==> config.mk <==
export PLATFORM = sky130hd
export DESIGN_NAME = taillights_ctrl
export DESIGN_NICKNAME = d
export VERILOG_FILES = /design/src/rtl/taillights_pkg.sv /design/src/rtl/taillights_prescaler.sv /design/src/rtl/taillights_ctrl.sv
export SDC_FILE = /design/constraint.sdc
export NUM_CORES = 1
export LEC_CHECK = 0
export ABC_AREA = 1
export ABC_CLOCK_PERIOD_IN_PS = 2000
export CAP_MARGIN = 20
export CELL_PAD_IN_SITES_DETAIL_PLACEMENT = 1
export CELL_PAD_IN_SITES_GLOBAL_PLACEMENT = 2
export CORE_MARGIN = 2
export CORE_UTILIZATION = 29
export CTS_CLUSTER_SIZE = 8
export DETAILED_ROUTE_END_ITERATION = 12
export HOLD_SLACK_MARGIN = 0.1
export MAX_ROUTING_LAYER = met4
export PLACE_DENSITY_LB_ADDON = 0.3
export SYNTH_ARGS = -nofsm -noshare
export SYNTH_HDL_FRONTEND = slang
export SYNTH_SLANG_ARGS = --single-unit
==> constraint.sdc <==
create_clock -name clk_i -period 2 [get_ports clk_i]
set_input_delay 0.4 -clock clk_i [delete_from_list [all_inputs] [get_ports clk_i]]
set_output_delay 0.4 -clock clk_i [all_outputs]
set_load 0.03 [all_outputs]
==> src/rtl/taillights_pkg.sv <==
// Shared types and constants for the taillight sequencing controller.
package taillights_pkg;

   typedef enum logic [2:0] {
      M_OFF    = 3'd0,
      M_LEFT   = 3'd1,
      M_RIGHT  = 3'd2,
      M_HAZARD = 3'd3,
      M_LAMP   = 3'd4
   } mode_t;

   typedef enum logic [1:0] {
      IDLE = 2'd0,
      RUN  = 2'd1,
      LAMP = 2'd2
   } ctrl_state_t;

   localparam logic [1:0] FRAME_OFF = 2'd0;
   localparam logic [1:0] FRAME_ALL = 2'd3;

   // Hazard, or both levers at once, outranks a single turn request.
   function automatic mode_t resolve_req(input logic left, input logic right, input logic hazard);
      if (hazard || (left && right)) return M_HAZARD;
      else if (left)                 return M_LEFT;
      else if (right)                return M_RIGHT;
      return M_OFF;
   endfunction

endpackage

==> src/rtl/taillights_prescaler.sv <==
// Step prescaler: counts 0..TICK_DIV-1 while enabled, tick in the terminal-count cycle.
module taillights_prescaler #(
   parameter int TICK_DIV = 4
) (
   input  logic clk_i,
   input  logic rst_i,
   input  logic clr_i,
   input  logic en_i,
   output logic tick_o
);

   localparam int            CW = $clog2(TICK_DIV);
   localparam logic [CW-1:0] TC = CW'(TICK_DIV - 1);

   logic [CW-1:0] cnt_q;

   always_ff @(posedge clk_i) begin
      if (rst_i || clr_i) begin
         cnt_q <= '0;
      end else if (en_i) begin
         cnt_q <= (cnt_q == TC) ? '0 : cnt_q + CW'(1);
      end
   end

   assign tick_o = en_i && (cnt_q == TC);

endmodule

==> src/rtl/taillights_ctrl.sv <==
// Taillight sequencing controller: resolves requests into a lighting mode and steps frames.
//
//   state | meaning
//   IDLE  | lamps off, prescaler held at 0, waiting for a request or lamp test
//   RUN   | sequencing frames 0..3 of the current turn/hazard mode
//   LAMP  | lamp test: all lamps and brake lit for LAMP_STEPS steps
module taillights_ctrl
   import taillights_pkg::*;
#(
   parameter int TICK_DIV   = 4,
   parameter int LAMP_STEPS = 2
) (
   input  logic       clk_i,
   input  logic       rst_i,
   input  logic       left_i,
   input  logic       right_i,
   input  logic       hazard_i,
   input  logic       brake_i,
   input  logic       lamp_test_i,
   output mode_t      mode_o,
   output logic [1:0] frame_o,
   output logic       step_o,
   output logic       brake_o,
   output logic       active_o
);

   localparam int            LW        = $clog2(LAMP_STEPS + 1);
   localparam logic [LW-1:0] LAMP_LAST = LW'(LAMP_STEPS - 1);

   ctrl_state_t   state_q, state_d;
   mode_t         mode_q, mode_d;
   logic [1:0]    frame_q, frame_d;
   logic          step_q, step_d;
   logic          brake_q, brake_d;
   logic [LW-1:0] lamp_cnt_q, lamp_cnt_d;
   logic          lamp_test_q;

   mode_t req;
   logic  lt_rise;
   logic  tick;
   logic  pre_clr;
   logic  pre_en;

   assign req     = resolve_req(left_i, right_i, hazard_i);
   assign lt_rise = lamp_test_i & ~lamp_test_q;

   // Restart the cadence on every state change so each mode begins a full step.
   assign pre_en  = (state_q != IDLE);
   assign pre_clr = (state_q == IDLE) || (state_d != state_q);

   taillights_prescaler #(
      .TICK_DIV (TICK_DIV)
   ) u_prescaler (
      .clk_i  (clk_i),
      .rst_i  (rst_i),
      .clr_i  (pre_clr),
      .en_i   (pre_en),
      .tick_o (tick)
   );

   always_ff @(posedge clk_i) begin
      if (rst_i) begin
         state_q     <= IDLE;
         mode_q      <= M_OFF;
         frame_q     <= FRAME_OFF;
         step_q      <= 1'b0;
         brake_q     <= 1'b0;
         lamp_cnt_q  <= '0;
         lamp_test_q <= 1'b0;
      end else begin
         state_q     <= state_d;
         mode_q      <= mode_d;
         frame_q     <= frame_d;
         step_q      <= step_d;
         brake_q     <= brake_d;
         lamp_cnt_q  <= lamp_cnt_d;
         lamp_test_q <= lamp_test_i;
      end
   end

   always_comb begin
      state_d = state_q;
      unique case (state_q)
         IDLE: begin
            if (lt_rise)             state_d = LAMP;
            else if (req != M_OFF)   state_d = RUN;
         end
         RUN: begin
            if (lt_rise)                                           state_d = LAMP;
            else if (tick && frame_q == FRAME_ALL && req == M_OFF) state_d = IDLE;
         end
         LAMP: begin
            if (tick && lamp_cnt_q == LAMP_LAST) state_d = IDLE;
         end
         default: state_d = IDLE;
      endcase
   end

   always_comb begin
      mode_d     = mode_q;
      frame_d    = frame_q;
      step_d     = 1'b0;
      lamp_cnt_d = lamp_cnt_q;
      unique case (state_q)
         IDLE: begin
            mode_d  = M_OFF;
            frame_d = FRAME_OFF;
            if (lt_rise) begin
               mode_d     = M_LAMP;
               frame_d    = FRAME_ALL;
               lamp_cnt_d = '0;
            end else if (req != M_OFF) begin
               mode_d = req;
            end
         end
         RUN: begin
            if (lt_rise) begin
               mode_d     = M_LAMP;
               frame_d    = FRAME_ALL;
               lamp_cnt_d = '0;
            end else if (tick) begin
               step_d = 1'b1;
               // Mode changes other than hazard preemption wait for the sequence boundary.
               if (frame_q == FRAME_ALL) begin
                  mode_d  = req;
                  frame_d = FRAME_OFF;
               end else if (req == M_HAZARD && mode_q != M_HAZARD) begin
                  mode_d  = M_HAZARD;
                  frame_d = FRAME_OFF;
               end else begin
                  frame_d = frame_q + 2'd1;
               end
            end
         end
         LAMP: begin
            if (tick) begin
               step_d = 1'b1;
               if (lamp_cnt_q == LAMP_LAST) begin
                  mode_d     = M_OFF;
                  frame_d    = FRAME_OFF;
                  lamp_cnt_d = '0;
               end else begin
                  lamp_cnt_d = lamp_cnt_q + LW'(1);
               end
            end
         end
         default: begin
            mode_d  = M_OFF;
            frame_d = FRAME_OFF;
         end
      endcase
      brake_d  = brake_i | (state_d == LAMP);
      active_o = (state_q != IDLE);
   end

   assign mode_o  = mode_q;
   assign frame_o = frame_q;
   assign step_o  = step_q;
   assign brake_o = brake_q;

endmodule

==> impl_metrics.yaml <==
synth:
  ys_seq_area_frac: 0.316
  ys.warnings.count: 0
  syn_inst: 121
  syn_area_per_cell_sq_um: 7.33
  syn-cell-area_sq_um: 887
  ys_ff_latch: 14
  syn-num-nets: 134
  synth_cell_types: 25
power_and_ir_drop:
  powerDensity_nw_per_um2: 974
  vdd_ir_drop_max_mv: 0.351
  leakagePower_nw: 0.498
setup_path:
  critical_path_buf_inv_count: 3
  critical_path_arrival_ns: 1.42
  r2r_cells: 13
  r2r_slack_ns: 0.24
  worstPathRequired_ns: 1.60
  max_stage_delay_ns: 0.38
  r2r_end: "mode_o[1]$_SDFFE_PP0P_"
  r2r-start: "state_q[0]$_SDFF_PP0_"
  critical-path-top-delay-family: "buffers and inverters"
  cp-end-kind: "primary output"
  cp-endpoint: "active_o"
  timing.critical_path.slowest_stage_cell: "dfxtp_2"
  crit_type: "reg2out"
  path_depth: 4
  cp_max_fo: 4
  crit_chain: "inv_1 > ha_2 > inv_4 > dlygate4sd2_1"
  crit_path_start_kind: "flip-flop"
  critPathLaunch: "state_q[0]$_SDFF_PP0_"
global_route:
  track_usage: 0.148
  grt_start_max_net_pins: 9
  antenna_found_initial: 0
  grt.overflow.total: 0
  first_global_vias: 827
  grt_pass1_wl_um: 3690
detailed_routing:
  route.layer.met1.wl_um: 930
  top_layer: "met4"
  dr.pass1.iters: 2
  drtIter0Drc: 3
  antenna_left: 0
  wl_met2_um: 1050
  dr_wl_met3_um: 47
  vias_per_cell: 4.65
  routed_wl_um: 2050
  routedWlPerCell_um: 11.8
  vias: 804
  post-route-drc-count: 0
run_status:
  status: "completed"
clock_tree:
  ctsHoldBuffers: 0
  cts_tree: "done"
  clock-sinks: 14
  h-tree-depth: 1
  cts_inserted_buffers: 3
  insertion_delay_ns: 0.28
  cts_root_buf: "clkbuf_4"
  cts_setup_buffers: 0
  clk_pin_slew_ns: 0.09
  cts_buffer_depth: 2
floorplanning:
  start_util: 0.298
  fp.coreArea_sq_um: 2980
  die_w_um: 59.3
  num_rows: 20
  chipHeight_um: 59.3
  die_area_sq_um: 3520
  io_pins: 15
sta:
  slew_viol_final: 0
  period_needed_ns: 1.82
  rsz0062_at_grt: "no"
  fin_skew_ns: 0.00390
  final.setup.tns_ns: 0
  holdWs_ns: 0.446
  fmax_mhz: 551
  slew_headroom: 0.792
  setup_viol: 0
  hold_viol_final: 0
  min_period_over_period: 0.908
  tightest_slew_ns: 0.311
placed_design:
  place.gp.congestion: 0.763
  portBuffers: 14
  dp_hpwl_um: 1680
final_layout:
  area_growth_pct: 25.8
  drive_gt1_frac: 0.207
  nFillCells: 377
  finish.net_count: 154
  num_antenna_cells: 0
min_path:
  hold_class: "reg2reg"
job:
  max_cap_viol_count: 0
==> layout by cell type (no fill, tap or decap), types with 3 or more instances in the layout <==
master / Yosys / routed
clkdlybuf4s50_1: 0 / 13
nand2_4: 3 / 3
inv_1: 14 / 14
nor2_2: 3 / 3
ha_1: 6 / 5
o21ai_0: 6 / 6
nand2_1: 23 / 23
a21oi_1: 5 / 5
dfxtp_1: 14 / 12
inv_2: 4 / 4
nor2_1: 22 / 22
clkbuf_4: 0 / 3
==> synthesized netlist by cell type <==
library cell  number  area share
a21oi_2            1      0.0099
a21oi_1            5       0.028
nor2_2             3       0.021
o21ai_0            6       0.034
nand3_1            2       0.011
nand2_1           23       0.097
inv_1             14       0.059
ha_1               6       0.085
mux2i_1            1       0.011
inv_4              1      0.0071
nor2_8             1       0.023
a21oi_4            2       0.037
nor2_4             2       0.025
o21ai_1            2       0.011
inv_2              4       0.017
nand3b_1           1      0.0085
nand2_4            3       0.038
nor3_1             2       0.011
nor2_1            22       0.093
nand3_2            2       0.023
o211ai_1           1      0.0085
o21ai_2            1      0.0099
nand2_2            1      0.0071
dfxtp_1           14        0.32
a211oi_1           1      0.0085
==> worst min-delay path: stages, from the launching register on <==
cell and delay, ns:
dfxtp_1 0.31, inv_1 0.06, nor2_1 0.04
==> metrics by stage <==
| step | cell area, sq um | setup slack, ns | utilization | cells | total power [mW] |
|---|---|---|---|---|---|
| 3_5_place_dp | 1080 | 0.0961 | 0.361 | 169 | 0.889 |
| 3_3_place_gp | 1080 | 0.125 | 0.361 | 169 | 0.880 |
| 5_1_grt | 1120 | 0.0486 | 0.375 | 173 | 1.18 |
| 6_report | 1120 | 0.184 | 0.375 | 173 | 1.09 |
| 2_1_floorplan | 887 | 0.353 | - | 121 | 0.725 |
| 4_1_cts | 1110 | 0.0427 | 0.373 | 173 | 1.11 |
==> cell type report <==
type	instances	area (sq um)	share of cell area
Timing Repair Buffer	15	146	0.131
Inverter	19	73.8	0.0661
Tap cell	33	41.3	0.0370
Sequential cell	14	283	0.253
Multi-Input combinational cell	88	536	0.480
Clock buffer	4	36.3	0.0325
==> state kept, by name, indices dropped and copies added, names as in the netlist <==
register,flops
frame_o,2
brake_o,1
state_q,2
u_prescaler.cnt_q,2
mode_o,3
lamp_cnt_q,2
step_o,1
lamp_test_q,1
==> power by group <==
| part | switching [mW] | internal (mW) | total [mW] |
|---|---|---|---|
| clock | 0.101 | 0.111 | 0.212 |
| combinational | 0.316 | 0.196 | 0.512 |
| sequential | 0.0374 | 0.325 | 0.363 |
==> repair_timing <==
item,in CTS,in global routing
gates resized for setup,1,3
setup endpoints to repair,1,6
gates cloned,0,0
==> how the worst min path moves through the flow <==
stage / end / cells past startpoint / from / slack (ns)
2_1_floorplan: lamp_cnt_q[1]$_SDFFE_PP0P_ / 2 / lamp_cnt_q[1]$_SDFFE_PP0P_ / 0.41
3_3_place_gp: lamp_cnt_q[1]$_SDFFE_PP0P_ / 2 / lamp_cnt_q[1]$_SDFFE_PP0P_ / 0.43
3_5_place_dp: lamp_cnt_q[1]$_SDFFE_PP0P_ / 2 / lamp_cnt_q[1]$_SDFFE_PP0P_ / 0.44
4_1_cts: lamp_cnt_q[1]$_SDFFE_PP0P_ / 2 / lamp_cnt_q[1]$_SDFFE_PP0P_ / 0.46
5_1_grt: lamp_cnt_q[1]$_SDFFE_PP0P_ / 2 / lamp_cnt_q[1]$_SDFFE_PP0P_ / 0.49
6_report: lamp_cnt_q[1]$_SDFFE_PP0P_ / 2 / lamp_cnt_q[1]$_SDFFE_PP0P_ / 0.45
==> layer usage <==
layer / up-vias / global-route usage
met5: - / -
met4: 0 / 0.0682
met2: 10 / 0.240
li1: 423 / -
met1: 369 / 0.172
met3: 2 / 0.0328
==> kinds of logic after synthesis <==
kind of cell | count (synthesis) | share of synthesized area
AND/OR/NAND/NOR | 62 | 0.358
AO/OA/AOI/OAI | 19 | 0.147
buffers and inverters | 19 | 0.0832
flip-flops | 14 | 0.316
adder cells (fa/ha/maj) | 6 | 0.0846
multiplexers | 1 | 0.0113
(Power assumes the default switching activity.)
